==> src/rtl/s_axis_rx.sv <==
// s_axis_rx: AXI-Stream slave receiver feeding a first-word-fall-through FIFO.
// Accepts TVALID/TREADY beats from an upstream master and buffers them
// for the systolic-array load logic. It also reports the fill level and a
// running count of accepted beats.
// Optional feature macro: S_AXIS_RX_TLAST_EN adds the TLAST input and the
// data_last and pkt_done outputs. With the macro set, each FIFO entry also
// stores the TLAST bit.
module s_axis_rx #(
  parameter int DATA_WIDTH = 8,
  parameter int ADDR_WIDTH = 2
) (
  input  logic                  clk,
  input  logic                  reset_n,
  input  logic                  TVALID,
  output logic                  TREADY,
  input  logic [DATA_WIDTH-1:0] TDATA,
`ifdef S_AXIS_RX_TLAST_EN
  input  logic                  TLAST,
  output logic                  data_last,
  output logic                  pkt_done,
`endif
  output logic [DATA_WIDTH-1:0] data_out,
  output logic                  data_valid,
  input  logic                  data_rd,
  output logic [ADDR_WIDTH:0]   fill,
  output logic [15:0]           beat_cnt
);

  localparam int DEPTH = 2 ** ADDR_WIDTH;
  localparam logic [ADDR_WIDTH:0] FULL_LEVEL = (ADDR_WIDTH + 1)'(DEPTH);

`ifdef S_AXIS_RX_TLAST_EN
  localparam int ENTRY_WIDTH = DATA_WIDTH + 1;
`else
  localparam int ENTRY_WIDTH = DATA_WIDTH;
`endif

  typedef enum logic {
    WAIT = 1'b0,
    RUN  = 1'b1
  } state_t;

  state_t                  state_q, state_d;
  logic [ADDR_WIDTH-1:0]   wr_ptr_q, wr_ptr_d;
  logic [ADDR_WIDTH-1:0]   rd_ptr_q, rd_ptr_d;
  logic [ADDR_WIDTH:0]     fill_q, fill_d;
  logic [15:0]             beat_cnt_q, beat_cnt_d;
  logic                    pkt_done_q, pkt_done_d;
  logic [ENTRY_WIDTH-1:0]  mem_q [DEPTH];
  logic [ENTRY_WIDTH-1:0]  wr_entry;
  logic [ENTRY_WIDTH-1:0]  head_entry;
  logic                    push;
  logic                    pop;
  logic                    not_empty;

  // TREADY depends only on registered state, so it never combinationally follows TVALID or data_rd.
  assign TREADY    = (state_q == RUN) && (fill_q != FULL_LEVEL);
  assign not_empty = (fill_q != '0);
  assign push      = TVALID && TREADY;
  assign pop       = data_rd && not_empty;

`ifdef S_AXIS_RX_TLAST_EN
  assign wr_entry  = {TLAST, TDATA};
  assign data_last = not_empty ? head_entry[DATA_WIDTH] : 1'b0;
  assign pkt_done  = pkt_done_q;
`else
  assign wr_entry  = TDATA;
`endif

  // Head entry falls through to the outputs; masked to zero while empty so reset values are clean.
  assign head_entry = mem_q[rd_ptr_q];
  assign data_out   = not_empty ? head_entry[DATA_WIDTH-1:0] : '0;
  assign data_valid = not_empty;
  assign fill       = fill_q;
  assign beat_cnt   = beat_cnt_q;

  // Next-state logic for the control FSM, pointers, occupancy and statistics.
  always_comb begin
    state_d    = state_q;
    wr_ptr_d   = wr_ptr_q;
    rd_ptr_d   = rd_ptr_q;
    fill_d     = fill_q;
    beat_cnt_d = beat_cnt_q;
    pkt_done_d = 1'b0;

    case (state_q)
      WAIT:    state_d = RUN;
      RUN:     state_d = RUN;
      default: state_d = WAIT;
    endcase

    if (push) begin
      wr_ptr_d   = wr_ptr_q + 1'b1;
      beat_cnt_d = beat_cnt_q + 16'd1;
`ifdef S_AXIS_RX_TLAST_EN
      pkt_done_d = TLAST;
`endif
    end

    if (pop) begin
      rd_ptr_d = rd_ptr_q + 1'b1;
    end

    case ({push, pop})
      2'b10:   fill_d = fill_q + 1'b1;
      2'b01:   fill_d = fill_q - 1'b1;
      default: fill_d = fill_q;
    endcase
  end

  // Control and status registers, cleared asynchronously so a reset discards the FIFO contents at once.
  always_ff @(posedge clk or negedge reset_n) begin
    if (!reset_n) begin
      state_q    <= WAIT;
      wr_ptr_q   <= '0;
      rd_ptr_q   <= '0;
      fill_q     <= '0;
      beat_cnt_q <= '0;
      pkt_done_q <= 1'b0;
    end else begin
      state_q    <= state_d;
      wr_ptr_q   <= wr_ptr_d;
      rd_ptr_q   <= rd_ptr_d;
      fill_q     <= fill_d;
      beat_cnt_q <= beat_cnt_d;
      pkt_done_q <= pkt_done_d;
    end
  end

  // FIFO storage is written on accepted beats only; its contents are never reset.
  always_ff @(posedge clk) begin
    if (push) begin
      mem_q[wr_ptr_q] <= wr_entry;
    end
  end

endmodule

==> config.mk <==
export PLATFORM = sky130hd
export DESIGN_NAME = s_axis_rx
export DESIGN_NICKNAME = d
export VERILOG_FILES = /design/src/rtl/s_axis_rx.sv
export SDC_FILE = /design/constraint.sdc
export NUM_CORES = 1
export LEC_CHECK = 0
export CORE_ASPECT_RATIO = 0.75
export CORE_UTILIZATION = 55
export CTS_CLUSTER_SIZE = 10
export DETAILED_ROUTE_END_ITERATION = 12
export GPL_TIMING_DRIVEN = 0
export PLACE_DENSITY = 0.83
export SYNTH_ARGS = -nofsm -noshare
export SYNTH_HDL_FRONTEND = slang
export SYNTH_SLANG_ARGS = --single-unit
export TNS_END_PERCENT = 10
==> constraint.sdc <==
create_clock -name clk -period 5.27 [get_ports clk]
set_input_delay 0.527 -clock clk [delete_from_list [all_inputs] [get_ports clk]]
set_output_delay 0.527 -clock clk [all_outputs]
set_load 0.01 [all_outputs]
==> results of run 1 <==
[cells in the mapped netlist]
library cell	count	share of area [%]
clkbuf_1	2	0.32
xnor2_1	13	4.8
nand2_1	12	1.9
fa_1	1	0.85
xor2_1	8	3.0
conb_1	1	0.16
nor3_1	2	0.42
ha_1	6	3.2
mux2i_1	1	0.42
or3b_2	2	0.74
nor3_2	1	0.42
buf_2	2	0.42
and2_1	14	3.7
nand4_2	1	0.53
or3_1	1	0.26
nand4_1	4	1.1
mux4_2	8	7.6
edfxtp_1	32	41
and3_1	3	0.79
o21ai_0	1	0.21
inv_1	6	0.95
dfrtp_1	24	25
nor3b_1	1	0.32
or4b_4	1	0.58
mux2_2	1	0.48
nor2_1	3	0.48
nor4_1	1	0.26
[through the flow]
step                area (µm²)  utilization [%]  worst slack [ns]  hold WS (ns)
detailed placement        2830             69.4              2.69         0.474
CTS                       2910             71.4              2.59         0.487
global placement          2830             69.4              2.82         0.461
floorplan                 2360                -              2.92         0.231
finish                    2910             71.4              2.62         0.493
global route              2910             71.4              2.51         0.510
[worst register-to-register path, delay by kind of cell (launching register included)]
kind	cells	cell delay (ns)
simple gates	3	0.83
fa+ha+maj	2	0.57
flops	1	0.45
xor+xnor	2	0.32
buf+inv	3	0.31
[power by group]
part,internal [mW],switching (mW),total [mW],leakage (nW)
Sequential,0.540,0.0587,0.599,0.599
Clock,0.0905,0.130,0.220,0.0453
Combinational,0.296,0.228,0.524,0.476
Total,0.927,0.416,1.34,1.12
[registers in the layout, indices dropped and copies added, names as in the netlist]
signal,count
state_q,1
beat_cnt,16
fill,3
rd_ptr_q,2
mem_q,32
wr_ptr_q,2
[cell families (layout without fill, tap and decap cells)]
kind of cell,Yosys count,in the layout
flip-flops,56,56
AND/OR/NAND/NOR,46,46
XOR/XNOR,21,21
multiplexers,10,10
buffers and inverters,10,58
adder cells (fa/ha/maj),7,7
other,1,1
AO/OA/AOI/OAI,1,1
[path summary, 6_finish.rpt]
kind | start | endpoint | cells past startpoint
setup / recovery | rd_ptr_q[0]$_DFFE_PN0P_ | data_out[6] | 4
hold / removal | beat_cnt[15]$_DFFE_PN0P_ | beat_cnt[15]$_DFFE_PN0P_ | 1
setup reg to reg | fill[0]$_DFFE_PN0P_ | fill[2]$_DFFE_PN0P_ | 10
hold reg to reg | beat_cnt[15]$_DFFE_PN0P_ | beat_cnt[15]$_DFFE_PN0P_ | 1
max in group asynchronous | reset_n | wr_ptr_q[0]$_DFFE_PN0P_ | 1
min in group asynchronous | reset_n | rd_ptr_q[0]$_DFFE_PN0P_ | 1
[cell type report]
| cell class | instances | area, µm² | area share [%] |
|---|---|---|---|
| repair buffers | 40 | 400 | 13.7 |
| multi-input cells | 86 | 761 | 26.1 |
| inverters | 6 | 22.5 | 0.773 |
| flip-flops and latches | 56 | 1560 | 53.6 |
| plain buffers | 4 | 17.5 | 0.601 |
| clock buffers | 5 | 68.8 | 2.36 |
| well taps | 55 | 68.8 | 2.36 |
| clock inverters | 3 | 13.8 | 0.472 |
[routing by layer]
metal	wire (µm)	track usage, %	vias to the layer above
met4	31	7.82	0
li1	-	-	626
met2	2080	31.5	28
met5	0	0	-
met1	1750	25.3	686
met3	154	6.51	5
==> impl_metrics.json, run 1 <==
{
  "grt_pass1_wl_um": 6470,
  "grt_usage_pct": 19.7,
  "worst_path_largest_cell_delay_ns": 0.53,
  "tns_ns": 0,
  "finClkSkew_ns": 0.00608,
  "first_pass_iters": 4,
  "place_hpwl_um": 2920,
  "die_x_um": 77.7,
  "worst_slew_pin_slew_ns": 1.05,
  "power_mw": 1.34,
  "drive_gt1_share_pct": 11.5,
  "area_growth_pct": 23.4,
  "required_ns": 4.74,
  "synth_seq_cells": 56,
  "status": "complete, no violations",
  "min_period_ns": 2.65,
  "drv_cap": 0,
  "clkTransAtPathRegs_ns": 0.09,
  "seq_area_frac_synth_pct": 66.1,
  "synth-compound-area-share_pct": 0.212,
  "cts_buffers": 5,
  "syn_area_per_cell_um2": 15.5,
  "setup_viol": 0,
  "worstSkewPairLatency_ns": 0.30,
  "powerDensity_nw_per_um2": 461,
  "gp_congestion": 0.742,
  "antenna_found_initial": 0,
  "relSlewSlack_pct": 29.7,
  "final_cell_mix": "40 x clkdlybuf4s50_1, 32 x edfxtp_1, 24 x dfrtp_1, 14 x and2_1, 13 x xnor2_1",
  "ys_warn_count": 0,
  "grt_overflow": 0,
  "end_kind": "output port",
  "synth_cells": 152,
  "hold_violations": 0,
  "core_um2": 4080,
  "row_count": 20,
  "layout.cells.non_filler": 255,
  "worstSetupPathType": "reg2out",
  "cts_setup_buffers": 0,
  "regToRegSetupSlack_ns": 2.70,
  "cts_tree": "built",
  "rsz0062_at_grt": "false",
  "clockBufferDepth": 2,
  "cellLeakagePower_nw": 1.12,
  "vias": 1345,
  "cts.sinks": 56,
  "ios": 41,
  "worstPathArrival_ns": 2.12,
  "ir_worst_vdd_mv": 0.327,
  "cts-hold-fix-buffers": 0,
  "die_height_um": 58.8,
  "synth.area.mux_share_pct": 8.53,
  "synth_top_family_by_area": "simple AND/OR/NAND/NOR gates",
  "worst-path-max-fanout": 10,
  "synth_fa_ha_area_share_pct": 4.03,
  "path_cells": "buf_2 > mux4_2 > and2_1 > clkdlybuf4s50_1",
  "synth_xor_area_share_pct": 7.79,
  "drt_iter0_drc": 57,
  "cts_root_buffer": "clkbuf_8",
  "grt_max_degree": 25,
  "h-tree-depth": 2,
  "route.detailed.drc": 0,
  "syn-num-nets": 171,
  "start_util_pct": 57.9,
  "min_period_over_period_pct": 50.3,
  "layout.nets": 218,
  "portBuffers": 40,
  "yosys.area_share.simple_pct": 11.5,
  "fmax_ghz": 0.378,
  "startpoint_type": "flop",
  "ant_nets": 0,
  "maxSlewViolCount": 0,
  "synth_area_um2": 2360,
  "grt_pass1_vias": 1425,
  "crit_buf_inv": 2,
  "cp_slowest_cell": "mux4_2",
  "hold_class": "reg2reg",
  "num-fill-cells": 269,
  "wl_per_cell_um": 15.7,
  "via_per_inst": 5.27,
  "diodes": 0,
  "cts_resized": 0,
  "dp.cells": 247,
  "yosysUniqueCellTypes": 27,
  "wl_um": 4010,
  "final_common_cell": "clkdlybuf4s50_1",
  "die-area_um2": 4560,
  "critical-path-top-delay-family": "buffers and inverters"
}
No activity file was read; power rests on OpenSTA's default activity.
==> run 2, diff against run 1 <==
--- a/config.mk
+++ b/config.mk
@@ -6,11 +6,11 @@
 export NUM_CORES = 1
 export LEC_CHECK = 0
 export CORE_ASPECT_RATIO = 0.75
-export CORE_UTILIZATION = 55
+export CORE_UTILIZATION = 47
 export CTS_CLUSTER_SIZE = 10
 export DETAILED_ROUTE_END_ITERATION = 12
 export GPL_TIMING_DRIVEN = 0
-export PLACE_DENSITY = 0.83
+export PLACE_DENSITY = 0.75
 export SYNTH_ARGS = -nofsm -noshare
 export SYNTH_HDL_FRONTEND = slang
 export SYNTH_SLANG_ARGS = --single-unit
==> constraint.sdc (replaced) <==
create_clock -name clk -period 2.2 [get_ports clk]
set_input_delay 0.22 -clock clk [delete_from_list [all_inputs] [get_ports clk]]
set_output_delay 0.22 -clock clk [all_outputs]
set_load 0.01 [all_outputs]
==> impl_metrics.json, run 2 (same netlist as run 1, synthesis figures left out) <==
{
  "status": "finished with violations",
  "violations": "design-rule violations",
  "end_kind": "flop",
  "grt_usage_pct": 17.8,
  "grt_pass1_vias": 1457,
  "cellLeakagePower_nw": 1.16,
  "vias": 1369,
  "p_sw_mw": 1.00,
  "maxSlewViolCount": 0,
  "setup_viol": 0,
  "clock_power_share_pct": 16.2,
  "reg2reg_to": "fill[2]$_DFFE_PN0P_",
  "largest_register_ffs": 32,
  "worst-path-max-fanout": 5,
  "via_per_inst": 5.27,
  "pwr-share-seq_pct": 45.6,
  "area_growth_pct": 26.1,
  "first_pass_iters": 10,
  "die-area_um2": 5320,
  "cp_slowest_cell": "dfrtp_1",
  "die_height_um": 63.4,
  "layout.nets": 221,
  "cts-hold-fix-buffers": 0,
  "worstSkewPairLatency_ns": 0.31,
  "portBuffers": 40,
  "start_util_pct": 50.8,
  "route.detailed.drc": 6,
  "layout.cells.non_filler": 260,
  "drt_iter0_drc": 61,
  "diodes": 0,
  "place_hpwl_um": 3020,
  "grt_overflow": 0,
  "fin_area_um2": 2980,
  "ir_worst_vdd_mv": 0.474,
  "p_comb_share_pct": 38.2,
  "core_um2": 4650,
  "startpoint_type": "flop",
  "worst_slew_pin_slew_ns": 1.06,
  "grt_max_degree": 25,
  "crit_path_frequent_cell": "xor2_1",
  "clkTransAtPathRegs_ns": 0.09,
  "regToRegSetupSlack_ns": 0.04,
  "hold_class": "in2async",
  "wl_um": 4270,
  "intPower_mw": 2.23,
  "drv_cap": 0,
  "worst_path_largest_cell_delay_ns": 0.43,
  "power_mw": 3.23,
  "worstSetupPathType": "reg2reg",
  "worstPathArrival_ns": 2.39,
  "grt_pass1_wl_um": 7000,
  "rr_startpoint": "fill[1]$_DFFE_PN0P_",
  "wl_per_cell_um": 16.4,
  "min_period_ns": 2.16,
  "dp.cells": 249,
  "powerDensity_nw_per_um2": 1080,
  "die_x_um": 83.9,
  "final_cell_mix": "32 x clkdlybuf4s50_1, 32 x edfxtp_1, 22 x dfrtp_1, 14 x and2_1, 13 x xnor2_1",
  "switching_share_pct": 31.1,
  "relSlewSlack_pct": 29.1,
  "cts.sinks": 56,
  "antenna_found_initial": 0,
  "drive_gt1_share_pct": 17.2,
  "min_period_over_period_pct": 98.1,
  "cts_root_buffer": "clkbuf_8",
  "ant_nets": 0,
  "holdWs_ns": 0.479,
  "required_ns": 2.43,
  "row_count": 21,
  "clockBufferDepth": 2,
  "fmax_ghz": 0.463,
  "placement.cell_area_um2": 2850,
  "h-tree-depth": 2,
  "finish.utilization_pct": 64.1,
  "cts_buffers": 5,
  "finClkSkew_ns": 0.00346,
  "cts_tree": "built",
  "ios": 41,
  "top_register": "mem_q",
  "path_cells": "or3b_4 > and3_4 > inv_2 > ha_4 > inv_1 > fa_2 > xor2_1 > nor2_1 > xor2_1",
  "gp_congestion": 0.763,
  "hold_violations": 0,
  "r2r_cells": 9
}
-- run 2: power by group through the flow --
stage / logic (mW) / clock network (mW) / registers, mW
after global placement: 1.23 / 0 / 1.44
after CTS: 1.20 / 0.540 / 1.47
after global routing: 1.35 / 0.583 / 1.50
final: 1.23 / 0.523 / 1.47
after floorplan: 0.698 / 0 / 1.46
after detailed placement: 1.28 / 0 / 1.46
-- run 2: critical path, delay by kind of cell, from the launching register on --
family / cells / cell delay, ns
and+or+nand+nor: 3 / 0.77
buffers and inverters: 2 / 0.11
xor gates and xnor gates: 2 / 0.31
DFF: 1 / 0.43
adders and majority gates: 2 / 0.47
-- run 2: routing by layer --
metal / GRT usage [%] / vias up / part of all wire, %
met2: 30.2 / 30 / 49
met5: 0 / - / 0
met3: 5.90 / 8 / 4.4
met4: 5.82 / 0 / 1.5
li1: - / 634 / -
met1: 21.5 / 697 / 45
-- run 2: cell type report --
class	instances	area (µm²)
fillers	336	1670
flip-flops and latches	56	1560
multi-input cells	86	788
repair buffers	46	435
well taps	57	71.3
clock buffers	5	68.8
inverters	6	22.5
plain buffers	1	15.0
clock inverters	3	13.8
-- run 2: worst max-delay path by stage --
stage / cells past startpoint / slack, ns / startpoint / to
floorplan: 10 / 0.005 / fill[0]$_DFFE_PN0P_ / fill[2]$_DFFE_PN0P_
global placement: 10 / -0.06 / fill[0]$_DFFE_PN0P_ / fill[2]$_DFFE_PN0P_
detailed placement: 10 / -0.1 / fill[0]$_DFFE_PN0P_ / fill[2]$_DFFE_PN0P_
CTS: 9 / 0.002 / fill[2]$_DFFE_PN0P_ / fill[2]$_DFFE_PN0P_
global route: 9 / -0.04 / fill[1]$_DFFE_PN0P_ / fill[2]$_DFFE_PN0P_
finish: 9 / 0.04 / fill[1]$_DFFE_PN0P_ / fill[2]$_DFFE_PN0P_
-- run 2: stage by stage --
stage	setup TNS (ns)	setup WS (ns)
2_1_floorplan	0	0.00535
3_3_place_gp	-0.0595	-0.0595
3_5_place_dp	-0.0994	-0.0994
4_1_cts	0	0.00184
5_1_grt	-0.0393	-0.0393
6_report	0	0.0423
-- run 2: repair_timing --
item	CTS	global route
hold endpoints to repair	0	0
pin swaps	2	4
setup endpoints to repair	9	2
resized for setup	11	4
buffers inserted	4	2
==> run 3, diff against run 2 <==
--- a/config.mk
+++ b/config.mk
@@ -5,12 +5,14 @@
 export SDC_FILE = /design/constraint.sdc
 export NUM_CORES = 1
 export LEC_CHECK = 0
+export CELL_PAD_IN_SITES_DETAIL_PLACEMENT = 0
+export CELL_PAD_IN_SITES_GLOBAL_PLACEMENT = 1
 export CORE_ASPECT_RATIO = 0.75
-export CORE_UTILIZATION = 47
+export CORE_UTILIZATION = 39
 export CTS_CLUSTER_SIZE = 10
 export DETAILED_ROUTE_END_ITERATION = 12
 export GPL_TIMING_DRIVEN = 0
-export PLACE_DENSITY = 0.75
+export PLACE_DENSITY_LB_ADDON = 0.1
 export SYNTH_ARGS = -nofsm -noshare
 export SYNTH_HDL_FRONTEND = slang
 export SYNTH_SLANG_ARGS = --single-unit
==> impl_metrics.json, run 3 (same netlist as run 1, synthesis figures left out) <==
{
  "clockBufferDepth": 2,
  "worst_path_largest_cell_delay_ns": 0.44,
  "route.detailed.drc": 0,
  "crit_path_frequent_cell": "xor2_1",
  "maxSlewViolCount": 0,
  "grt_pass1_vias": 1337,
  "cts.sinks": 56,
  "area_growth_pct": 29.6,
  "cts_root_buffer": "clkbuf_8",
  "worst-path-stages": 9,
  "regToRegSetupSlack_ns": 0.1,
  "worst_slew_pin_slew_ns": 1.12,
  "status": "complete, no violations",
  "min_period_ns": 2.10,
  "rr_startpoint": "fill[0]$_DFFE_PN0P_",
  "ir_worst_vdd_mv": 0.388,
  "critical-path-top-delay-family": "simple AND/OR/NAND/NOR gates",
  "finClkSkew_ns": 0.00668,
  "grt_pass1_wl_um": 6870,
  "portBuffers": 40,
  "cts_buffers": 5,
  "h-tree-depth": 2,
  "end_kind": "flop",
  "first_pass_iters": 4,
  "clkTransAtPathRegs_ns": 0.09,
  "top_register": "mem_q",
  "powerDensity_nw_per_um2": 1100,
  "placement.cell_area_um2": 2880,
  "required_ns": 2.43,
  "crit_path_start": "fill[0]$_DFFE_PN0P_",
  "fmax_ghz": 0.475,
  "cts_tree": "built",
  "drv_cap": 0,
  "rsz0062_at_grt": "false",
  "setup_viol": 0,
  "cp_slowest_cell": "dfrtp_2",
  "via_per_inst": 4.74,
  "die_x_um": 91.9,
  "vias": 1350,
  "hold_violations": 0,
  "ios": 41,
  "path_cells": "or3b_4 > and3_4 > inv_4 > ha_4 > inv_1 > fa_2 > xor2_1 > nor2_1 > xor2_1",
  "worstSkewPairLatency_ns": 0.30,
  "startpoint_type": "flop",
  "worst-path-max-fanout": 7,
  "wl_per_cell_um": 14.9,
  "min_period_over_period_pct": 95.6,
  "cellLeakagePower_nw": 1.19,
  "finish.utilization_pct": 52.6,
  "grt_usage_pct": 14.5,
  "dp.cells": 270,
  "reg2reg_to": "fill[2]$_DFFE_PN0P_",
  "cts-hold-fix-buffers": 0,
  "diodes": 0,
  "worstPathArrival_ns": 2.33,
  "crit_end": "fill[2]$_DFFE_PN0P_",
  "grt_max_degree": 25,
  "relSlewSlack_pct": 25.1,
  "drt_iter0_drc": 27,
  "largest_register_ffs": 32,
  "power_mw": 3.37,
  "antenna_found_initial": 0,
  "fin_area_um2": 3060,
  "wl_um": 4250,
  "row_count": 24,
  "start_util_pct": 40.5,
  "final_cell_mix": "32 x clkdlybuf4s50_1, 32 x edfxtp_1, 23 x dfrtp_1, 14 x and2_1, 13 x xnor2_1",
  "layout.cells.non_filler": 285,
  "place_hpwl_um": 2950,
  "drive_gt1_share_pct": 18.4,
  "core_um2": 5830,
  "worstSetupPathType": "reg2reg",
  "r2r_cells": 9,
  "crit_buf_inv": 2,
  "die_height_um": 69.4,
  "ant_nets": 0,
  "gp_congestion": 0.740,
  "grt_overflow": 0,
  "die-area_um2": 6380,
  "layout.nets": 225,
  "hold_class": "reg2reg"
}
## run 3: worst reg2reg max path, delay by kind of cell (launching register included)
kind	cells	cell delay, ns
buffers and inverters	2	0.11
and+or+nand+nor	3	0.75
xor gates and xnor gates	2	0.29
DFF	1	0.44
adders and majority gates	2	0.45
## run 3: what timing repair did
| item | in CTS | in global routing |
|---|---|---|
| pin swaps | 2 | 3 |
| setup endpoints to repair | 10 | 2 |
| resized for setup | 12 | 3 |
| setup buffers | 5 | 5 |
## run 3: worst min path at each step
stage | startpoint | end | slack (ns) | cells after the start
finish | beat_cnt[15]$_DFFE_PN0P_ | beat_cnt[15]$_DFFE_PN0P_ | 0.48 | 1
global route | beat_cnt[14]$_DFFE_PN0P_ | beat_cnt[14]$_DFFE_PN0P_ | 0.51 | 1
CTS | beat_cnt[15]$_DFFE_PN0P_ | beat_cnt[15]$_DFFE_PN0P_ | 0.49 | 1
detailed placement | beat_cnt[15]$_DFFE_PN0P_ | beat_cnt[15]$_DFFE_PN0P_ | 0.46 | 1
global placement | beat_cnt[15]$_DFFE_PN0P_ | beat_cnt[15]$_DFFE_PN0P_ | 0.47 | 1
floorplan | reset_n | beat_cnt[0]$_DFFE_PN0P_ | -0.08 | 0
## run 3: stage by stage
step                hold slack [ns]  setup TNS (ns)  worst slack, ns
floorplan                   -0.0756               0          0.00535
global placement              0.468         -0.0647          -0.0647
detailed placement            0.461         -0.0789          -0.0789
CTS                           0.486         -0.0119          -0.0119
global route                  0.515               0           0.0155
finish                        0.477               0           0.0968
## run 3: report_power, final
| part | switching [mW] | total, mW | leakage, nW | internal (mW) |
|---|---|---|---|---|
| Combinational | 0.529 | 1.27 | 0.538 | 0.740 |
| Sequential | 0.167 | 1.46 | 0.598 | 1.30 |
| Clock | 0.304 | 0.642 | 0.0552 | 0.338 |
| Total | 1.00 | 3.37 | 1.19 | 2.37 |
## run 3: area by class of cell
cell class,instances,area [µm²]
Timing Repair Buffer,50,465
Sequential cell,56,1560
Buffer,1,15.0
Tap cell,78,97.6
Inverter,6,25.0
Clock buffer,6,72.6
Fill cell,536,2760
Clock inverter,2,35.0
Multi-Input combinational cell,86,788
## run 3: layer usage
layer  up-vias  part of all wire, %  global-route usage (%)
met5         -                    0                       0
met4         0                  1.1                    4.69
met3         5                  4.5                    3.84
met2        32                   47                    21.7
met1       672                   48                    20.8
li1        641                    -                       -
